[config.mk]
export PLATFORM = sky130hd
export DESIGN_NAME = sad_row_sequencer
export DESIGN_NICKNAME = d
export VERILOG_FILES = /design/src/rtl/sad_row_sequencer.sv
export SDC_FILE = /design/constraint.sdc
export NUM_CORES = 1
export LEC_CHECK = 0
export ABC_AREA = 1
export CORE_UTILIZATION = 55
export CTS_BUF_LIST = sky130_fd_sc_hd__clkbuf_4
export DETAILED_ROUTE_END_ITERATION = 8
export GPL_TIMING_DRIVEN = 0
export PLACE_DENSITY = 0.83
export SLEW_MARGIN = 10
export SYNTH_ARGS = -nofsm -noshare
export SYNTH_HDL_FRONTEND = slang
export SYNTH_SLANG_ARGS = --single-unit
[constraint.sdc]
create_clock -name clk -period 3.3 [get_ports clk]
set_clock_uncertainty 0.05 [all_clocks]
set_input_delay 0.495 -clock clk [delete_from_list [all_inputs] [get_ports clk]]
set_output_delay 0.495 -clock clk [all_outputs]
set_load 0.03 [all_outputs]
[src/rtl/sad_row_sequencer.sv]
// Sequences the vertical SAD processor through a full template search:
// per image row position, clear PEs, fetch rows, stream template, settle, sample.
module sad_row_sequencer #(
   parameter int unsigned TPL_W   = 40,
   parameter int unsigned TPL_H   = 40,
   parameter int unsigned IMG_H   = 480,
   parameter int unsigned SETTLE  = 2,
   parameter int unsigned COORD_W = 10,
   localparam int unsigned AW     = $clog2(TPL_W * TPL_H)
) (
   input  logic               clk,
   input  logic               rst,
   input  logic               start,
   input  logic               abort,
   output logic               busy,
   output logic               done,
   output logic               match_found,
   output logic [8:0]         match_row,
   output logic [COORD_W-1:0] match_col,
   output logic               img_row_req,
   output logic [8:0]         img_row_idx,
   input  logic               img_row_ack,
   output logic               tpl_rd,
   output logic [AW-1:0]      tpl_addr,
   input  logic               tpl_pixel,
   output logic               pe_clear,
   output logic               pe_en,
   output logic               pe_template,
   output logic               control_change_row,
   input  logic               sad_status,
   input  logic [COORD_W-1:0] coordinate
);

   localparam int unsigned CW = $clog2(TPL_W + 1);
   localparam int unsigned TW = (TPL_H > 1) ? $clog2(TPL_H) : 1;
   localparam int unsigned SW = $clog2(SETTLE + 1);

   localparam logic [2:0] StIdle      = 3'd0;
   localparam logic [2:0] StClear     = 3'd1;
   localparam logic [2:0] StRowReq    = 3'd2;
   localparam logic [2:0] StStream    = 3'd3;
   localparam logic [2:0] StChangeRow = 3'd4;
   localparam logic [2:0] StSettle    = 3'd5;
   localparam logic [2:0] StSample    = 3'd6;
   localparam logic [2:0] StDone      = 3'd7;

   logic [2:0]         state_q, state_d;
   logic [8:0]         r_q, r_d;
   logic [TW-1:0]      t_q, t_d;
   logic [CW-1:0]      c_q, c_d;
   logic [SW-1:0]      s_q, s_d;
   logic               match_found_q, match_found_d;
   logic [8:0]         match_row_q, match_row_d;
   logic [COORD_W-1:0] match_col_q, match_col_d;

   always_comb begin
      state_d       = state_q;
      r_d           = r_q;
      t_d           = t_q;
      c_d           = c_q;
      s_d           = s_q;
      match_found_d = match_found_q;
      match_row_d   = match_row_q;
      match_col_d   = match_col_q;
      // abort wins over everything, including start while idle
      if (abort) begin
         state_d = StIdle;
      end else begin
         case (state_q)
            StIdle: begin
               if (start) begin
                  state_d       = StClear;
                  r_d           = '0;
                  match_found_d = 1'b0;
                  match_row_d   = '0;
                  match_col_d   = '0;
               end
            end
            StClear: begin
               t_d     = '0;
               state_d = StRowReq;
            end
            StRowReq: begin
               if (img_row_ack) begin
                  c_d     = '0;
                  state_d = StStream;
               end
            end
            StStream: begin
               if (c_q == CW'(TPL_W)) state_d = StChangeRow;
               else                   c_d     = c_q + 1'b1;
            end
            StChangeRow: begin
               if (t_q == TW'(TPL_H - 1)) begin
                  s_d     = '0;
                  state_d = StSettle;
               end else begin
                  t_d     = t_q + 1'b1;
                  state_d = StRowReq;
               end
            end
            StSettle: begin
               if (s_q == SW'(SETTLE - 1)) state_d = StSample;
               else                        s_d     = s_q + 1'b1;
            end
            StSample: begin
               if (sad_status) begin
                  match_found_d = 1'b1;
                  match_row_d   = r_q;
                  match_col_d   = coordinate;
                  state_d       = StDone;
               end else if (r_q == 9'(IMG_H - TPL_H)) begin
                  state_d = StDone;
               end else begin
                  r_d     = r_q + 1'b1;
                  state_d = StClear;
               end
            end
            default: state_d = StIdle;
         endcase
      end
   end

   always_ff @(posedge clk or posedge rst) begin
      if (rst) begin
         state_q       <= StIdle;
         r_q           <= '0;
         t_q           <= '0;
         c_q           <= '0;
         s_q           <= '0;
         match_found_q <= 1'b0;
         match_row_q   <= '0;
         match_col_q   <= '0;
      end else begin
         state_q       <= state_d;
         r_q           <= r_d;
         t_q           <= t_d;
         c_q           <= c_d;
         s_q           <= s_d;
         match_found_q <= match_found_d;
         match_row_q   <= match_row_d;
         match_col_q   <= match_col_d;
      end
   end

   always_comb begin
      busy               = (state_q != StIdle);
      done               = (state_q == StDone);
      pe_clear           = (state_q == StClear);
      control_change_row = (state_q == StChangeRow);
      img_row_req        = (state_q == StRowReq);
      img_row_idx        = img_row_req ? (r_q + 9'(t_q)) : '0;
      tpl_rd             = (state_q == StStream) && (c_q < CW'(TPL_W));
      tpl_addr           = tpl_rd ? AW'(32'(t_q) * TPL_W + 32'(c_q)) : '0;
      // RAM data lags the read strobe by one cycle, so the PE enable does too
      pe_en              = (state_q == StStream) && (c_q != '0);
      pe_template        = pe_en & tpl_pixel;
      match_found        = match_found_q;
      match_row          = match_row_q;
      match_col          = match_col_q;
   end

endmodule

==> metrics.md <==
| Metric | Value |
|---|---|
| Final setup margin | 107 ps |
| Setup TNS | 0 ps |
| CP arrival | 2650 ps |
| Nets | 609 |
| Layout cells sized above 1 | 0.134 |
| Cell with the most instances after synthesis | nand2_1 |
| Sequential cell area fraction in the yosys report | 0.324 |
| Via count | 3398 |
| Site Rows | 28 |
| Cell internal pwr | 909 uW |
| Worst-path clk slew | 160 ps |
| Final hold violation count | 0 |
| Max IR drop VDD | 0.264 mV |
| Synth async-reset ratio | 1.00 |
| Vias in the first global route | 3146 |
| GR Layer Usage met2 | 0.479 |
| NetSw | 638 uW |
| Initial core utilization | 0.586 |
| M1 GR Usage | 0.315 |
| Worst-margin pin slew | 470 ps |
| Fin crit share | 0.968 |
| Total length of routed wires | 8340 microns |
| DP HPWL | 6500 microns |
| Met3 Track Usage GR | 0.0440 |
| Antenna Nets Post-Route | 0 |
| DR pass1 iterations | 4 |
| Crit Path Class | register to output pin |
| Power density over the cells | 349 mW/mm^2 |
| CP Data Required Time | 2750 ps |
| Pre-CTS setup slack | -211 ps |
| Startpoint type of the worst setup path | register |
| Clock power share | 0.177 |
| Post-Syn Area | 0.00355 sq mm |
| Mapped Nets | 533 |
| DR iter-0 viols | 129 |
| Placed cell count | 630 |
| Comb power frac | 0.411 |
| Clock Latency Late Sink | 370 ps |
| HP Class | primary input to asynchronous set/reset pin |
| Antenna Diode Count | 0 |
| Max_cap viols | 0 |
| Ranking of synthesized cells by area | dfrtp_1 32%, nand2_1 12%, inv_1 9.3%, ha_1 8.1%, nor2_1 5.2% |
| # clock sinks | 46 |
| Flop pwr share | 0.412 |
| Drt via density | 5.29 |
| Final Util | 0.732 |
| # DRC | 0 |
| Hold slack | 389 ps |
| Placeable Area | 0.00606 sq mm |
| CTS Buffer Depth | 2 |
| Post-layout min period | 3190 ps |
| Pin count of the biggest net entering global routing | 26 |
| GRT Resource Usage Total | 0.261 |
| Non-Filler Instances | 642 |
| Worst Setup End Kind | output pin |
| Post-synth top flop | dfrtp_1 |
| Status | completed |
| CTS tree | done |
| Total grt overflow | 0 |
| Inserted Clock Buffers | 5 |
| Cell count after synthesis | 490 |
| Critical path fanouts, max | 8 |
| Wire per inst | 13.0 microns |
| Syn_area_per_cell | 7.25 sq um |
| Count of final max-slew check failures | 0 |
| Number of flops mapped to enable cells by yosys | 0 |
| Global-route wire length before repair | 13600 microns |
| Die height | 82.4 microns |
| Top-level I/O count | 65 |
| Relative slew slack | 0.686 |
| IO buf count | 64 |
| Global routing's busiest layer | met2 |
| Library cells used by synthesis | 38 |
| Post-synth top area share | 0.324 |
| CTS H-tree lvls | 2 |
| Die width | 82.4 microns |
| Initial antenna violation count | 0 |
| Final setup fails | 0 |
| Flop2flop setup slack | 1540 ps |
| Area Overhead vs Synth | 24.9% |
| Synth Warn # | 0 |
| Flops & latches, synth | 46 |
| Max Freq | 313 MHz |
| Leakage | 0.00224 uW |
| Die area | 0.00678 sq mm |
| Commonest cells post-synth | 117 x nand2_1, 88 x inv_1, 49 x nor2_1 |
| GPL Wtd Cong | 0.899 |
| Largest area contributor in the netlist | dfrtp_1 |
| Clock root cell | clkbuf_4 |
| Sw frac | 0.412 |
==> cell families (layout without fill, tap and decap cells) <==
group,after synthesis,after routing,share of synthesized area
buffers and inverters,105,182,0.121
and+or+nand+nor,237,237,0.306
AOI/OAI and AO/OA,66,66,0.126
DFF,46,46,0.324
adders and majority gates,26,26,0.0980
xor gates and xnor gates,9,9,0.0222
muxes,1,1,0.00282
==> repair_timing <==
item | CTS | global route
hold buffers | 0 | 0
resized for setup | 24 | 16
endpoints found under the hold margin | 0 | 0
setup buffers | 1 | 3
pin swaps | 0 | 6
setup endpoints to repair | 7 | 8
==> layer usage <==
layer	up-vias	wire, microns
li1	1710	-
met1	1573	3650
met2	103	4130
met3	12	475
met4	0	85
met5	-	0
==> final cells by class <==
| cell class | instances | area (sq um) |
|---|---|---|
| Timing Repair Buffer | 69 | 684 |
| Clock inverter | 2 | 8.76 |
| Multi-Input combinational cell | 339 | 2020 |
| Clock buffer | 6 | 45.0 |
| Fill cell | 490 | 1620 |
| Buffer | 8 | 60.1 |
| Sequential cell | 46 | 1160 |
| Tap cell | 75 | 93.8 |
| Inverter | 97 | 369 |
==> cells in the final DEF, fill, tap and decap left out, drive strengths merged <==
cell type / instances
nor2: 55
dfrtp: 46
nor3: 4
or2: 2
inv: 97
nand2: 124
clkdlybuf4s50: 55
a21oi: 16
xnor2: 2
xor2: 7
a31oi: 1
dlymetal6s2s: 4
nand3: 38
ha: 23
o21bai: 3
buf: 15
nand3b: 1
o211ai: 1
clkinv: 2
o22ai: 19
and2: 1
nand4: 11
dlygate4sd2: 1
o21ai: 26
clkbuf: 8
fa: 3
mux2i: 1
nor3b: 1
==> metrics by stage <==
stage / cell area [sq um] / total power, uW
after floorplan: 3550 / 1100
after detailed placement: 4310 / 1280
after global routing: 4440 / 1650
after global placement: 4290 / 1270
final: 4440 / 1550
after CTS: 4360 / 1560
==> state kept, by name, summed over array words and instances, names as in the netlist <==
signal / flops
s_q: 2
match_col: 10
match_found: 1
t_q: 6
state_q: 3
c_q: 6
match_row: 9
r_q: 9
==> worst max-delay path: stages, from the launching register on <==
cell             delay [ps]
dfrtp_1                 510
ha_1                    410
a21oi_1                 140
nand2_1                 110
a21oi_1                 200
nor2_1                   70
nor2_1                  140
clkdlybuf4s50_1         690
==> power by group through the flow <==
| stage | logic (uW) | clock network [uW] | registers, uW |
|---|---|---|---|
| floorplan | 460 | 0 | 643 |
| global placement | 627 | 0 | 646 |
| detailed placement | 637 | 0 | 648 |
| CTS | 640 | 284 | 638 |
| global route | 705 | 304 | 646 |
| finish | 636 | 273 | 638 |
==> path summary, 6_finish.rpt <==
kind | from | end | depth (start not counted)
hold reg to reg | s_q[1] | s_q[1] | 2
setup / recovery | r_q[2] | img_row_idx[5] | 7
max in group asynchronous | rst | t_q[4] | 3
setup reg to reg | state_q[1] | match_col[3] | 8
min in group clk | s_q[1] | s_q[1] | 2
hold / removal | rst | r_q[3] | 2
Note: power is estimated with default switching activity, not from simulation.
